<file path="config.mk">
export PLATFORM = sky130hd
export DESIGN_NAME = fetch_sequencer
export DESIGN_NICKNAME = d
export VERILOG_FILES = /design/src/rtl/fetch_sequencer_pkg.sv /design/src/rtl/fetch_sequencer_mem_wait_timer.sv /design/src/rtl/fetch_sequencer.sv
export SDC_FILE = /design/constraint.sdc
export NUM_CORES = 1
export LEC_CHECK = 0
export ABC_AREA = 1
export ABC_CLOCK_PERIOD_IN_PS = 2000
export CAP_MARGIN = 10
export CORE_ASPECT_RATIO = 1.4
export CORE_MARGIN = 5
export CORE_UTILIZATION = 45
export CTS_CLUSTER_SIZE = 12
export DETAILED_ROUTE_END_ITERATION = 10
export PLACE_DENSITY_LB_ADDON = 0.05
export SLEW_MARGIN = 20
export SYNTH_ARGS = -nofsm -noshare
export SYNTH_HDL_FRONTEND = slang
export SYNTH_HIERARCHICAL = 1
export SYNTH_SLANG_ARGS = --single-unit
</file>
<file path="constraint.sdc">
create_clock -name clk -period 2 [get_ports clk]
set_input_delay 0.4 -clock clk [delete_from_list [all_inputs] [get_ports clk]]
set_output_delay 0.4 -clock clk [all_outputs]
set_load 0.01 [all_outputs]
</file>
<file path="src/rtl/fetch_sequencer_pkg.sv">
// fetch_sequencer_pkg: state encodings and default parameters shared by the fetch sequencer.
package fetch_sequencer_pkg;
  localparam logic [2:0] S_IDLE   = 3'd0;
  localparam logic [2:0] S_ADDR   = 3'd1;
  localparam logic [2:0] S_MEM    = 3'd2;
  localparam logic [2:0] S_IR     = 3'd3;
  localparam logic [2:0] S_EXEC   = 3'd4;
  localparam logic [2:0] S_BRANCH = 3'd5;
  localparam logic [2:0] S_HALT   = 3'd6;
  localparam logic [2:0] S_FAULT  = 3'd7;
  localparam int MEM_TIMEOUT_DEF = 15;
  localparam int COUNT_W_DEF     = 16;
endpackage

</file>
<file path="src/rtl/fetch_sequencer_mem_wait_timer.sv">
// fetch_sequencer_mem_wait_timer: counts memory wait cycles and flags the timeout cycle.
module fetch_sequencer_mem_wait_timer #(
  parameter int MEM_TIMEOUT = 15
) (
  input  logic clk,
  input  logic clr,
  input  logic restart,
  input  logic en,
  output logic expired
);
  logic [7:0] count;
  always_ff @(posedge clk or negedge clr)
    if (!clr) count <= '0;
    else if (restart) count <= '0;
    else if (en) count <= count + 8'd1;
  // count holds completed waits, so the MEM_TIMEOUT-th waiting cycle is the last one in S_MEM
  assign expired = en && (count == 8'(MEM_TIMEOUT - 1));
endmodule

</file>
<file path="src/rtl/fetch_sequencer.sv">
// fetch_sequencer: Moore FSM sequencing PC/MAR/IR strobes through fetch, execute and branch.
module fetch_sequencer
  import fetch_sequencer_pkg::*;
#(
  parameter int MEM_TIMEOUT = MEM_TIMEOUT_DEF,
  parameter int COUNT_W     = COUNT_W_DEF
) (
  input  logic               clk,
  input  logic               clr,
  input  logic               run,
  input  logic               halt_req,
  input  logic               mem_ready,
  input  logic               exec_done,
  input  logic               branch_taken,
  input  logic [31:0]        branch_target,
  output logic               pc_enable,
  output logic [31:0]        pc_load_value,
  output logic               pc_inc,
  output logic               mar_load,
  output logic               mem_read,
  output logic               ir_load,
  output logic               exec_start,
  output logic               halted,
  output logic               fault,
  output logic [2:0]         state,
  output logic [COUNT_W-1:0] instr_count
);
  logic [2:0] state_q, state_d;
  logic halt_pend, exec_first, expired, done;
  logic [31:0] tgt;
  logic [COUNT_W-1:0] cnt;
  assign done = (state_q == S_EXEC) && exec_done;
  fetch_sequencer_mem_wait_timer #(.MEM_TIMEOUT(MEM_TIMEOUT)) u_timer (
    .clk(clk),
    .clr(clr),
    .restart(state_q == S_ADDR),
    .en((state_q == S_MEM) && !mem_ready),
    .expired(expired)
  );
  always_comb begin
    state_d = state_q;
    case (state_q)
      S_IDLE:   state_d = run ? S_ADDR : S_IDLE;
      S_ADDR:   state_d = S_MEM;
      S_MEM:    state_d = mem_ready ? S_IR : expired ? S_FAULT : S_MEM;
      S_IR:     state_d = S_EXEC;
      S_EXEC:   state_d = !exec_done ? S_EXEC : branch_taken ? S_BRANCH :
                          (halt_pend || halt_req) ? S_HALT : run ? S_ADDR : S_IDLE;
      S_BRANCH: state_d = halt_pend ? S_HALT : run ? S_ADDR : S_IDLE;
      S_HALT:   state_d = (run && !halt_req) ? S_ADDR : S_HALT;
      default:  state_d = S_FAULT;
    endcase
  end
  always_ff @(posedge clk or negedge clr)
    if (!clr) begin
      state_q    <= S_IDLE;
      halt_pend  <= 1'b0;
      exec_first <= 1'b0;
      tgt        <= '0;
      cnt        <= '0;
    end else begin
      state_q    <= state_d;
      exec_first <= state_q == S_IR;
      halt_pend  <= (state_d == S_HALT) ? 1'b0 :
                    (halt_req && !(state_q inside {S_IDLE, S_HALT, S_FAULT})) ? 1'b1 : halt_pend;
      if (done && branch_taken) tgt <= branch_target;
      if (done) cnt <= cnt + COUNT_W'(1);
    end
  assign pc_enable     = state_q == S_BRANCH;
  assign pc_load_value = tgt;
  assign pc_inc        = state_q == S_IR;
  assign mar_load      = state_q == S_ADDR;
  assign mem_read      = state_q == S_MEM;
  assign ir_load       = state_q == S_IR;
  assign exec_start    = exec_first;
  assign halted        = state_q == S_HALT;
  assign fault         = state_q == S_FAULT;
  assign state         = state_q;
  assign instr_count   = cnt;
endmodule
</file>
==> flow_summary.yaml, run 1 <==
layout:
  multiInputGateArea_mm2: 0.00126
  drive_above_1_share_pct: 10.1
  fin_area_mm2: 0.00429
  regArea_mm2: 0.00153
  finalNetCount: 523
  area_delta_synth_final_pct: 44.7
  antennaDiodeCount: 0
  fill_cells: 589
yosys:
  synth_enable_flop_cells: 0
  ys_seq_area_share_pct: 51.5
  synth-xor-area-share_pct: 2.36
  syn_nets: 412
  synth_top_area_share_pct: 51.5
  ys_warn_count: 6
  synth_common_cells: "nand2_1, dfrtp_1, o21ai_0, nor2_1, inv_1"
  synthMuxAreaShare_pct: 0
  syn_area_mm2: 0.00297
  yosys.area_share.simple_pct: 29.6
  synth_flop_cell: "dfrtp_1"
  synth_top_family_by_area: "simple AND/OR/NAND/NOR gates"
  synth_area_leader_cell: "dfrtp_1"
  synthAdderAreaFrac_pct: 1.27
  ys_top_cells_by_area: "dfrtp_1, nand2_1, o21ai_0"
  syn_inst: 370
  async_flop_share_pct: 100
  yosysMostFrequentCell: "nand2_1"
  ys_seq_elements: 61
  avgSynthCellArea_um2: 8.02
  ys_types: 28
  synth-compound-area-share_pct: 8.48
floorplan:
  io_pins: 98
  core_mm2: 0.00653
  dieHeight_um: 106
  initial_core_util_pct: 45.5
  row_count: 35
  die_x_um: 78.6
  die_area_mm2: 0.00834
power_and_ir_drop:
  p_sw_share_pct: 34.5
  seqPwrFrac_pct: 37.6
  p_clk_share_pct: 20.0
  p_int_mw: 3.52
  p_sw_mw: 1.85
  leakage_nw: 2.10
  ir_drop_uv: 713
  power-per-cell-area_mw_per_mm2: 1250
  p_comb_share_pct: 42.4
routing:
  drc: 0
  ant_nets: 0
  dr.pass1.iters: 4
  drt_iter0_markers: 54
  drt_wl_total_mm: 7.04
  vias_per_cell: 4.84
  vias: 2709
  wire_per_inst_um: 12.6
worst_setup_path:
  crit_family: "buffers and inverters"
  cpMaxStageDelayCell: "dfrtp_1"
  end_kind: "register"
  critPathRequiredTime_ns: 2.22
  path_max_fanout: 32
  max_stage_delay_ns: 0.41
  rr_worst_depth: 9
  critPathLaunchType: "register"
  cp.buffers_inverters: 4
  crit_chain: "buf_4, buf_4, nor2_2, nand2_2, nor2_4, inv_2, buf_4, o21ai_0, nand2_1"
  path_class: "reg -> reg"
  crit_cells: 9
  cpMostUsedCell: "buf_4"
  cp.arrival_ns: 2.02
sta:
  fin_setup_tns_ns: 0
  skew_ns: 0.00695
  maxSlewHeadroom_pct: 72.4
  finalSetupViolations: 0
  maxSlewViolCount: 0
  rsz0062_at_grt: "no"
  finalHoldViolCount: 0
  worstMarginPinSlew_ns: 0.414
  fin_crit_ns: 1.80
  fmax_mhz: 555
  finalCritPeriodShare_pct: 90.0
global_routing:
  grt_overflow_total: 0
  grt_antenna_before_repair: 0
  grt.total_usage_pct: 17.6
  grt_max_degree: 62
  grt_pass1_wl_mm: 11.8
  grt_pass1_vias: 2700
cts:
  clock-sinks: 61
  cts_tree: "built"
  clockRootBuffer: "clkbuf_8"
  cts.clk_slew.worst_paths_ns: 0.07
  insertion_delay_ns: 0.33
  clock_path_buffers: 2
  cts_buffers: 9
  h-tree-depth: 3
  ctsHoldBuffers: 0
outcome:
  outcome: "complete, no violations"
placement:
  hpwlAfterDp_mm: 5.02
  gp_congestion: 0.838
  portBuffers: 97
  dpl-instance-area_mm2: 0.00402
hold_path:
  min_path_type: "in -> async"
run:
  maxCapViolations: 0
## flip-flops by register name (all words and copies together) (netlist names)
signal	flops
halt_pend	1
state	3
u_timer/count	8
exec_start	1
pc_load_value	32
instr_count	16
## worst paths after layout
| path | from | end | slack [ns] |
|---|---|---|---|
| setup / recovery | state[1] | pc_load_value[17] | 0.20 |
| hold / removal | clr | exec_start | 0.06 |
| setup reg to reg | state[1] | pc_load_value[17] | 0.20 |
| hold reg to reg | u_timer/count[3] | u_timer/count[3] | 0.49 |
| max in group asynchronous | clr | state[0] | 1.65 |
| min in group clk | u_timer/count[3] | u_timer/count[3] | 0.49 |
## final cells by class
class,count,area share [%]
Sequential cell,61,35.6
Timing Repair Buffer,112,25.7
Inverter,32,2.80
Multi-Input combinational cell,265,29.3
Clock inverter,4,1.11
Clock buffer,12,3.38
Tap cell,74,2.16
## layout by cell type (no fill, tap or decap), drive strengths merged
master / netlist / routed
nand3: 12 / 12
dlygate4sd2: 0 / 2
nand4: 7 / 7
nor3: 4 / 4
nor2: 39 / 39
clkinv: 0 / 2
nand3b: 3 / 3
bufinv: 0 / 1
xor2: 5 / 5
xnor2: 3 / 3
ha: 3 / 3
clkbuf: 5 / 12
o21ai: 41 / 41
dfrtp: 61 / 61
a211oi: 1 / 1
clkdlybuf4s50: 0 / 89
a21oi: 5 / 5
nand2: 139 / 139
clkinvlp: 0 / 1
o22ai: 1 / 1
nor4: 1 / 1
o21bai: 1 / 1
dlymetal6s2s: 0 / 5
inv: 32 / 32
buf: 7 / 16
## power groups by stage
stage	Sequential, mW	Combinational (mW)	Clock (mW)
2_1_floorplan	2.19	0.791	0
3_3_place_gp	2.03	2.17	0
3_5_place_dp	2.03	2.21	0
4_1_cts	2.02	2.28	1.11
5_1_grt	2.09	2.51	1.15
6_report	2.02	2.28	1.07
## cells by family after synthesis
family                   count (synthesis)
AND/OR/NAND/NOR                        205
flip-flops                              61
AO/OA/AOI/OAI                           49
buffers and inverters                   44
XOR/XNOR                                 8
adder cells (fa/ha/maj)                  3
## metal layers
| layer | vias to the layer above | GRT usage, % | share of wire (%) |
|---|---|---|---|
| met5 | - | 0 | 0 |
| li1 | 1393 | - | - |
| met3 | 4 | 6.36 | 7.3 |
| met2 | 74 | 30.2 | 49 |
| met1 | 1238 | 20.1 | 43 |
| met4 | 0 | 5.63 | 0.84 |
## repair_timing
item                       4_1_cts  5_1_grt
gates cloned                     0        0
buffers inserted                 4        2
pin swaps                        0        0
gates resized for setup          7        8
setup endpoints to repair        6        5
## metrics by stage
stage                     total power [mW]  std cells  utilization [%]  hold slack (ns)  setup WS [ns]
after global routing                  5.75        560             65.8           0.0955         0.0253
after floorplan                       2.98        370                -            0.104          0.128
final                                 5.38        560             65.8           0.0604          0.199
after CTS                             5.41        558             65.2           0.0769        0.00154
after global placement                4.20        538             61.6            0.435          0.147
after detailed placement              4.24        538             61.6            0.438         0.0946
Power figures use the tool's default switching activity.
==> run 2: changes to the inputs <==
- CORE_MARGIN: 5 -> 8
==> run 2 against run 1 <==
  * Setup slack better by 0.0091 ns
  * Highest routed layer unchanged
  * Non-clock buffer count is 6 lower
  * First-iteration DRC count grew to 3.0 times the previous value
  * Critical path depth is 1 higher
  * Die area is 14% higher
==> flow_summary.yaml, run 2 (synthesis results as in run 1) <==
sta:
  rsz0062_at_grt: "no"
  fin_setup_tns_ns: 0
  worstMarginPinSlew_ns: 0.412
  fin_crit_ns: 1.79
  fmax_mhz: 558
  finalSetupViolations: 0
  maxSlewViolCount: 0
  finalCritPeriodShare_pct: 89.6
  finalHoldViolCount: 0
  maxSlewHeadroom_pct: 72.5
  skew_ns: 0.0121
layout:
  mostFrequentLayoutCells: "nand2_1, clkdlybuf4s50_1, dfrtp_1"
  drive_above_1_share_pct: 8.35
  finalNetCount: 517
  fin_area_mm2: 0.00424
  largest_reg_flops: 32
  area_delta_synth_final_pct: 42.9
  layout_commonest_cell: "nand2_1"
  antennaDiodeCount: 0
routing:
  dr.pass1.iters: 4
  vias: 2696
  ant_nets: 0
  vias_per_cell: 4.88
  drc: 0
  drt_wl_total_mm: 7.32
  drt_iter0_markers: 162
  wire_per_inst_um: 13.2
worst_setup_path:
  rr_worst_depth: 10
  critPathRequiredTime_ns: 2.21
  end_kind: "register"
  path_max_fanout: 8
  critPathLaunchType: "register"
  path_class: "reg -> reg"
  cp.arrival_ns: 2.00
cts:
  post_cts_buffers: 0
  cts_tree: "built"
  clockRootBuffer: "clkbuf_8"
  clock-sinks: 61
  ctsHoldBuffers: 0
  insertion_delay_ns: 0.33
  cts_buffers: 9
  cts.clk_slew.worst_paths_ns: 0.07
  h-tree-depth: 3
  clock_path_buffers: 2
floorplan:
  initial_core_util_pct: 45.8
  row_count: 35
  dieHeight_um: 112
  core_mm2: 0.00648
  die_x_um: 84.6
  die_area_mm2: 0.00948
  io_pins: 98
power_and_ir_drop:
  p_comb_share_pct: 41.0
  ir_drop_uv: 753
  leakage_nw: 2.03
  power-per-cell-area_mw_per_mm2: 1260
  p_clk_share_pct: 20.8
  p_sw_share_pct: 34.7
  p_int_mw: 3.48
  seqPwrFrac_pct: 38.1
  p_sw_mw: 1.85
global_routing:
  grt_antenna_before_repair: 0
  grt_max_degree: 62
  grt_pass1_vias: 2730
  grt_pass1_wl_mm: 12.3
  grt_overflow_total: 0
  grt.total_usage_pct: 16.0
placement:
  portBuffers: 97
  hpwlAfterDp_mm: 5.36
  gp_congestion: 0.859
  dpl-instance-area_mm2: 0.00403
hold_path:
  min_path_type: "in -> async"
outcome:
  outcome: "complete, no violations"
run:
  maxCapViolations: 0
==> run 2: layout make-up <==
type                    instances  area (µm²)
flip-flops and latches         61        1530
clock buffers                  12         155
repair buffers                106        1050
clock inverters                 3        45.0
multi-input cells             265        1240
well taps                      74        92.6
fillers                       584        2240
inverters                      32         120
==> run 2: layer usage <==
layer	global-route usage [%]	vias up	share of wire (%)
li1	-	1379	-
met1	16.9	1228	41
met2	25.9	80	47
met3	8.48	9	11
met4	6.68	0	1.4
met5	0	-	0
==> run 2: worst paths after layout <==
kind	start	end	slack (ns)
setup / recovery	state[2]	u_timer/count[4]	0.21
hold / removal	clr	exec_start	0.06
setup reg to reg	state[2]	u_timer/count[4]	0.21
hold reg to reg	pc_load_value[6]	pc_load_value[6]	0.48
max in group asynchronous	clr	pc_load_value[14]	1.67
min in group clk	pc_load_value[6]	pc_load_value[6]	0.48
==> run 2: power by group through the flow <==
stage | combinational (mW) | sequential (mW) | clock (mW)
floorplan | 0.791 | 2.19 | 0
global placement | 2.21 | 2.03 | 0
detailed placement | 2.24 | 2.04 | 0
CTS | 2.23 | 2.03 | 1.14
global route | 2.44 | 2.10 | 1.18
finish | 2.19 | 2.03 | 1.11
==> run 2: metrics by stage <==
| step | power, mW | std cells | hold WS, ns | worst slack [ns] | utilization, % |
|---|---|---|---|---|---|
| after global placement | 4.24 | 538 | 0.431 | 0.163 | 62.2 |
| after global routing | 5.72 | 553 | 0.0926 | 0.0495 | 65.4 |
| after floorplan | 2.98 | 370 | 0.104 | 0.128 | - |
| after detailed placement | 4.28 | 538 | 0.433 | 0.128 | 62.2 |
| final | 5.33 | 553 | 0.0585 | 0.209 | 65.4 |
| after CTS | 5.41 | 553 | 0.0658 | 0.0370 | 65.3 |
==> run 2: what timing repair did <==
action | 4_1_cts | 5_1_grt
resized for setup | 10 | 2
hold endpoints to repair | 0 | 0
setup endpoints to repair | 6 | 2
cloned | 0 | 0
==> run 2: worst max-delay path, stage by stage (launching register included) <==
cell and delay (ns):
dfrtp_2 0.46, nor3_2 0.22, buf_4 0.14, inv_1 0.03
nor2_1 0.12, buf_4 0.18, nor2_4 0.05, nor3_1 0.24
nand2_1 0.10, nand2_1 0.09, nor2_1 0.05
